--- config.mk ---
export PLATFORM = sky130hd
export DESIGN_NAME = data_mem_master
export DESIGN_NICKNAME = d
export VERILOG_FILES = /design/src/rtl/data_mem_master.sv
export SDC_FILE = /design/constraint.sdc
export NUM_CORES = 1
export LEC_CHECK = 0
export CAP_MARGIN = 20
export CORE_ASPECT_RATIO = 1.1
export CORE_MARGIN = 1.5
export CORE_UTILIZATION = 40
export CTS_BUF_LIST = sky130_fd_sc_hd__clkbuf_4 sky130_fd_sc_hd__clkbuf_8
export CTS_CLUSTER_SIZE = 25
export DETAILED_ROUTE_END_ITERATION = 6
export GPL_TIMING_DRIVEN = 0
export HOLD_SLACK_MARGIN = 0.1
export PLACE_DENSITY = 0.74
export SYNTH_ARGS = -nofsm -noshare
export SYNTH_HDL_FRONTEND = slang
export SYNTH_SLANG_ARGS = --single-unit
--- constraint.sdc ---
create_clock -name clk -period 3.9 [get_ports clk]
set_clock_uncertainty 0.05 [all_clocks]
set_input_delay 0.585 -clock clk [delete_from_list [all_inputs] [get_ports clk]]
set_output_delay 0.585 -clock clk [all_outputs]
set_load 0.005 [all_outputs]
--- src/rtl/data_mem_master.sv ---
// Data-port initiator for the shared memory: sequences byte/16-bit loads and stores as byte accesses.
// Optional sign extension of byte loads is enabled by defining DATA_MEM_MASTER_SIGNEXT_EN.
module data_mem_master #(
    parameter int unsigned ADDR_W = 8,
    parameter int unsigned DATA_W = 8
) (
    input  logic                clk,
    input  logic                rst_n,
    input  logic                req_valid,
    output logic                req_ready,
    input  logic                req_we,
    input  logic                req_wide,
    input  logic                req_signed,
    input  logic [ADDR_W-1:0]   req_addr,
    input  logic [2*DATA_W-1:0] req_wdata,
    output logic                resp_valid,
    output logic [2*DATA_W-1:0] resp_rdata,
    output logic [ADDR_W-1:0]   mem_addr,
    output logic [DATA_W-1:0]   mem_wdata,
    output logic                mem_wen,
    input  logic [DATA_W-1:0]   mem_rdata,
    output logic                busy
);

`ifdef DATA_MEM_MASTER_SIGNEXT_EN
    localparam bit SignExtEn = 1'b1;
`else
    localparam bit SignExtEn = 1'b0;
`endif

    typedef enum logic [2:0] {
        StIdle,
        StWrLo,
        StWrHi,
        StRdAddr,
        StRdLo,
        StRdHi
    } state_e;

    state_e              state;
    logic                wide_q;
    logic                signed_q;
    logic [DATA_W-1:0]   wdata_hi_q;
    logic [DATA_W-1:0]   lo_q;
    logic [2*DATA_W-1:0] byte_load;

    assign req_ready = (state == StIdle);
    assign busy      = (state != StIdle);

    always_comb begin
        byte_load = {{DATA_W{1'b0}}, mem_rdata};
        if (SignExtEn && signed_q && mem_rdata[DATA_W-1]) begin
            byte_load[2*DATA_W-1:DATA_W] = '1;
        end
    end

    always_ff @(posedge clk or negedge rst_n) begin
        if (!rst_n) begin
            state      <= StIdle;
            wide_q     <= 1'b0;
            signed_q   <= 1'b0;
            wdata_hi_q <= '0;
            lo_q       <= '0;
            mem_addr   <= '0;
            mem_wdata  <= '0;
            mem_wen    <= 1'b0;
            resp_valid <= 1'b0;
            resp_rdata <= '0;
        end else begin
            resp_valid <= 1'b0;
            unique case (state)
                StIdle: begin
                    if (req_valid) begin
                        wide_q     <= req_wide;
                        signed_q   <= req_signed;
                        wdata_hi_q <= req_wdata[2*DATA_W-1:DATA_W];
                        mem_addr   <= req_addr;
                        if (req_we) begin
                            mem_wdata <= req_wdata[DATA_W-1:0];
                            mem_wen   <= 1'b1;
                            state     <= StWrLo;
                        end else begin
                            state     <= StRdAddr;
                        end
                    end
                end
                StWrLo: begin
                    if (wide_q) begin
                        mem_addr  <= mem_addr + ADDR_W'(1);
                        mem_wdata <= wdata_hi_q;
                        state     <= StWrHi;
                    end else begin
                        mem_wen    <= 1'b0;
                        resp_valid <= 1'b1;
                        resp_rdata <= '0;
                        state      <= StIdle;
                    end
                end
                StWrHi: begin
                    mem_wen    <= 1'b0;
                    resp_valid <= 1'b1;
                    resp_rdata <= '0;
                    state      <= StIdle;
                end
                StRdAddr: begin
                    // Issue the high-byte address while the low byte is being read.
                    if (wide_q) begin
                        mem_addr <= mem_addr + ADDR_W'(1);
                    end
                    state <= StRdLo;
                end
                StRdLo: begin
                    if (wide_q) begin
                        lo_q  <= mem_rdata;
                        state <= StRdHi;
                    end else begin
                        resp_rdata <= byte_load;
                        resp_valid <= 1'b1;
                        state      <= StIdle;
                    end
                end
                StRdHi: begin
                    resp_rdata <= {mem_rdata, lo_q};
                    resp_valid <= 1'b1;
                    state      <= StIdle;
                end
                default: begin
                    mem_wen <= 1'b0;
                    state   <= StIdle;
                end
            endcase
        end
    end

endmodule

==> impl_metrics.json, run 1 <==
{
  "die_area_sq_um": 6730,
  "min_path_type": "input pin to async pin",
  "grt_usage_pct": 16.8,
  "remaining_drc_errors": 0,
  "finalCritPeriodShare_pct": 61.8,
  "cp-start-kind": "flip-flop",
  "rr_worst_depth": 4,
  "fp.dieW_microns": 78.4,
  "clkSinkCount": 54,
  "worst_slack_ns": 1.49,
  "grt_max_degree": 36,
  "dr_total_vias": 1920,
  "wire_per_inst_microns": 13.9,
  "synth_compound_area_share_pct": 15.1,
  "num_io_pins": 74,
  "crit_arrival_ns": 1.77,
  "ir_drop_mv": 0.289,
  "ys_dominant_reg_cell": "dfrtp_1",
  "worst_pin_slew_ns": 0.626,
  "reg2reg_to": "mem_addr[7]$_DFFE_PN0P_",
  "core_sq_um": 6120,
  "place_congestion": 0.739,
  "diodes": 0,
  "cp.depth": 3,
  "hold_buffers": 0,
  "synth_edf_count": 0,
  "setup_tns_ns": 0,
  "rrSetupSlack_ns": 1.97,
  "synth.distinct_cells": 44,
  "die_h_microns": 85.9,
  "crit_path_end_kind": "primary output",
  "yosys.area.top_type": "dfrtp_1",
  "grt_overflow": 0,
  "setup_viol": 0,
  "routed_via_density": 5.05,
  "clk_path_buf_depth": 2,
  "crit_path_max_incr_delay_ns": 0.54,
  "yosys_warnings": 0,
  "num_rows": 30,
  "wl_mm": 5.30,
  "grt_pass1_vias": 1863,
  "reg2reg_from": "state[1]$_DFFE_PN0P_",
  "finalHoldViolations": 0,
  "port_buffers": 72,
  "crit_family": "buffers and inverters",
  "rsz0062_at_grt": "no",
  "drive_gt1_share_pct": 11.3,
  "synthXorXnorAreaFrac_pct": 0.351,
  "synthArstFlopShare_pct": 100,
  "yosys.area_share.simple_pct": 13.7,
  "highest-signal-layer": "met4",
  "route.met3.wl_microns": 257,
  "final_net_count": 338,
  "crit_slowest_cell": "clkdlybuf4s50_1",
  "fin_crit_ns": 2.41,
  "avgSynthCellArea_sq_um": 11.4,
  "hold_slack_ns": 0.174,
  "crit_path_cell_trace": "buf_4 -> nor3_1 -> clkdlybuf4s50_1",
  "drt-met1-wl_mm": 2.50,
  "initialDrtViolationCount": 55,
  "synth_nets": 258,
  "cts.clk_slew.worst_paths_ns": 0.09,
  "pre_cts_ws_ns": 1.30,
  "status": "finished, final reports clean",
  "cts_tree": "yes",
  "path_class": "flip-flop to primary output",
  "synth_area_leaders": "dfrtp_1, a22o_1, mux2_1, nand2_1, mux2i_1",
  "htreeDepth": 2,
  "maxCapViolations": 0,
  "syn_area_sq_um": 2500,
  "leakage_nw": 1.54,
  "cts_buffers": 5,
  "maxSlewViolCount": 0,
  "synth-adder-area-share_pct": 0.951,
  "ant_nets": 0,
  "areaGrowthSynthToFinish_pct": 39.2,
  "first_pass_iters": 4,
  "cts_root_buffer": "clkbuf_8",
  "wl_met2_mm": 2.50,
  "grt_pass1_wl_mm": 8.89,
  "crit_path_start": "state[1]$_DFFE_PN0P_",
  "cts-resized-gates": 0,
  "critPathRequiredTime_ns": 3.26,
  "yosysTopAreaCellShare_pct": 54.1,
  "insertion_delay_ns": 0.30,
  "fmax_mhz": 415,
  "fill_cells": 537,
  "antenna_found_initial": 0,
  "synth-seq-cells": 54,
  "synth_cells": 219,
  "dpl.hpwl_mm": 3.89,
  "synth_top_family_by_area": "compound AO/OA/AOI/OAI gates",
  "pwr_density_cell_nw_per_um2": 757,
  "critPathBufInv": 2,
  "start_util_pct": 40.8,
  "crit_path_max_fanout": 10,
  "ys_seq_area_share_pct": 54.1,
  "max_slew_margin_pct": 58.1,
  "post-cts-setup-buffers": 0,
  "synth_mux_area_share_pct": 12.0
}
through the flow:
stage | power [W] | cell area [sq um] | util, % | std cells
final | 0.00263 | 3480 | 56.8 | 380
after global routing | 0.00283 | 3480 | 56.8 | 380
after CTS | 0.00266 | 3480 | 56.8 | 380
after detailed placement | 0.00220 | 3330 | 54.5 | 372
after global placement | 0.00217 | 3320 | 54.3 | 371
after floorplan | 0.00168 | 2500 | - | 219
cell usage in the layout (no fill, tap or decap), types with 5 or more instances in the layout:
cell	n
a21oi_1	14
buf_2	5
clkbuf_8	6
clkdlybuf4s50_1	71
nand2_1	33
mux2i_1	12
dfrtp_1	54
o21ai_1	6
a22o_1	18
mux2_1	12
nor2_1	12
cell usage after synthesis (3+ instances only):
library cell and instances:
a21oi_1 14, nand2_1 33, mux2i_1 12, buf_6 3, a21o_1 3, o21ai_1 6, nor2_1 12, buf_2 4
a22o_1 18, mux2_2 4, buf_4 3, mux2_1 12, o21ai_0 4, dfrtp_1 54
flip-flops by register name (all words and copies together) (netlist names):
signal,cells
resp_rdata,16
lo_q,8
mem_addr,8
mem_wdata,8
wdata_hi_q,8
state,3
mem_wen,1
resp_valid,1
wide_q,1
cell families after synthesis:
logic type,Yosys count
AND/OR/NAND/NOR,66
XOR/XNOR,1
adder cells (fa/ha/maj),2
buffers and inverters,15
multiplexers,28
AO/OA/AOI/OAI,53
flip-flops,54
layer usage:
metal  track usage, %  up-vias
met5                0        -
met3             4.26        5
met2             28.1       53
met4             3.90        0
li1                 -      938
met1             22.0      924
cell type report:
class	count	area, sq um	area share, %
well taps	80	100	2.88
clock inverters	2	60.1	1.73
plain buffers	12	83.8	2.41
repair buffers	73	736	21.2
multi-input cells	150	1050	30.3
flip-flops and latches	54	1350	38.9
clock buffers	6	82.6	2.37
inverters	3	11.3	0.324
where the power goes:
part           internal [W]  leakage (nW)  total [W]  switching, W
Combinational      0.000662         0.789    0.00122      0.000558
Clock              0.000274        0.0714   0.000453      0.000179
Sequential         0.000793         0.682   0.000959      0.000167
Total               0.00173          1.54    0.00263      0.000904
worst register-to-register path: stages, from the launching register on:
cell and delay (ns):
dfrtp_1 0.48, nor4b_2 0.58, a21oi_1 0.27, a21o_1 0.22
a22o_1 0.22
worst max-delay path by stage:
stage	endpoint
2_1_floorplan	resp_rdata[7]$_DFFE_PN0P_
3_3_place_gp	mem_addr[1]$_DFFE_PN0P_
3_5_place_dp	mem_addr[7]$_DFFE_PN0P_
4_1_cts	req_ready
5_1_grt	req_ready
6_report	req_ready
(Power assumes the default switching activity.)
==> run 2, diff against run 1 <==
Settings changed: PLACE_DENSITY 0.74 to 0.76.
Clock period 3.9 ns to 2.06 ns, I/O delays scaled along.
==> impl_metrics.json, run 2 (synthesized netlist as in run 1, its figures left out) <==
{
  "drive_gt1_share_pct": 12.8,
  "wire_per_inst_microns": 14.0,
  "final_util_pct": 56.8,
  "reg2reg_from": "state[2]$_DFFE_PN0P_",
  "fmax_mhz": 507,
  "stdcell_count": 384,
  "fp.dieW_microns": 78.4,
  "fin_area_sq_um": 3480,
  "die_h_microns": 85.9,
  "top_register": "resp_rdata",
  "fill_cells": 553,
  "finalCritPeriodShare_pct": 95.8,
  "ant_nets": 0,
  "holdPathStages": 2,
  "cts_buffers": 5,
  "reg2reg_to": "mem_addr[7]$_DFFE_PN0P_",
  "core_sq_um": 6120,
  "crit_arrival_ns": 1.61,
  "path_class": "flip-flop to primary output",
  "status": "finished, final reports clean",
  "insertion_delay_ns": 0.31,
  "routed_via_density": 4.99,
  "areaGrowthSynthToFinish_pct": 39.2,
  "place_congestion": 0.753,
  "dp_cells": 372,
  "leakage_nw": 1.54,
  "p_total_w": 0.00481,
  "pwr_density_cell_nw_per_um2": 1380,
  "rrSetupSlack_ns": 0.09,
  "clk_path_buf_depth": 2,
  "max_slew_margin_pct": 58.4,
  "start_util_pct": 40.8,
  "finalHoldViolations": 0,
  "largest_reg_flops": 16,
  "htreeDepth": 2,
  "critPathRequiredTime_ns": 1.70,
  "cts.clk_slew.worst_paths_ns": 0.09,
  "antenna_found_initial": 0,
  "worst_pin_slew_ns": 0.625,
  "die_area_sq_um": 6730,
  "cp-start-kind": "flip-flop",
  "dpl.hpwl_mm": 3.93,
  "diodes": 0,
  "min_path_type": "flip-flop to flip-flop",
  "final_common_cell": "clkdlybuf4s50_1",
  "ir_drop_mv": 0.649,
  "crit_path_end_kind": "primary output",
  "hold_end": "wdata_hi_q[5]$_DFFE_PN0P_",
  "port_buffers": 72,
  "grt_pass1_vias": 1770,
  "remaining_drc_errors": 0,
  "num_rows": 30,
  "cts_root_buffer": "clkbuf_8",
  "num_io_pins": 74,
  "rr_worst_depth": 5,
  "hold_start": "wdata_hi_q[5]$_DFFE_PN0P_",
  "clkSinkCount": 54,
  "rsz0062_at_grt": "no",
  "initialDrtViolationCount": 117,
  "fin_crit_ns": 1.97,
  "grt_pass1_wl_mm": 8.75,
  "crit_path_max_fanout": 10,
  "first_pass_iters": 6,
  "grt_usage_pct": 16.7,
  "grt_overflow": 0,
  "wl_mm": 5.38,
  "place_area_sq_um": 3330,
  "setup_viol": 0,
  "setup_tns_ns": 0,
  "cts_tree": "yes",
  "final_cell_mix": "clkdlybuf4s50_1, dfrtp_1, nand2_1",
  "maxCapViolations": 0,
  "grt_max_degree": 29,
  "maxSlewViolCount": 0,
  "dr_total_vias": 1915,
  "final_net_count": 342
}
[run 2: changes by cell type in the layout (fill, tap and decap cells not counted), sizes merged]
cell         before  now
buf              12   14
dlygate4sd3       0    1
clkinv            0    1
clkinvlp          0    1
bufinv            2    0
clkbuf            8    9
[run 2: cell type report]
class                   count  area [sq um]  area share [%]
flip-flops and latches     54          1350            38.9
multi-input cells         150          1060            30.6
repair buffers             77           768            22.1
well taps                  80           100            2.88
plain buffers              12          86.3            2.48
clock buffers               6          82.6            2.37
clock inverters             2          12.5           0.360
inverters                   3          11.3           0.324
[run 2: how the worst max path moves through the flow]
stage	start	to	slack (ns)	cells after the start
final	state[2]$_DFFE_PN0P_	req_ready	0.09	3
after floorplan	wide_q$_DFFE_PN0P_	resp_rdata[7]$_DFFE_PN0P_	0.37	6
after global routing	state[2]$_DFFE_PN0P_	mem_addr[7]$_DFFE_PN0P_	0.002	5
after global placement	rst_n	mem_addr[0]$_DFFE_PN0P_	-1.01	1
after detailed placement	req_valid	mem_addr[7]$_DFFE_PN0P_	-0.23	5
after CTS	state[0]$_DFFE_PN0P_	req_ready	0.02	3
[run 2: per-stage QoR]
step,hold WS (ns),setup WS [ns]
6_report,0.432,0.0873
2_1_floorplan,-0.0366,0.374
4_1_cts,0.437,0.0191
3_3_place_gp,0.407,-1.01
5_1_grt,0.456,0.00216
3_5_place_dp,0.306,-0.234
[run 2: worst max-delay path, cell delays in order, from the launching register on]
cell and delay, ns:
dfrtp_1 0.41, buf_4 0.19, nor3_4 0.19, clkdlybuf4s50_1 0.52
[run 2: power breakdown]
| group | switching [W] | internal (W) | total, W |
|---|---|---|---|
| sequential | 0.000289 | 0.00150 | 0.00179 |
| clock | 0.000339 | 0.000271 | 0.000610 |
| combinational | 0.00110 | 0.00131 | 0.00241 |
[run 2: what timing repair did]
action / in CTS / in global routing
hold endpoints to repair: 26 / 0
pin swaps: 0 / 0
setup buffers: 0 / 3
gates resized for setup: 2 / 2
setup endpoints to repair: 2 / 2
hold buffers: 1 / 0
[run 2: layer usage]
layer	wire, microns	global-route usage (%)
met1	2420	21.3
met2	2600	27.8
met3	297	4.57
met4	55	4.55
met5	0	0
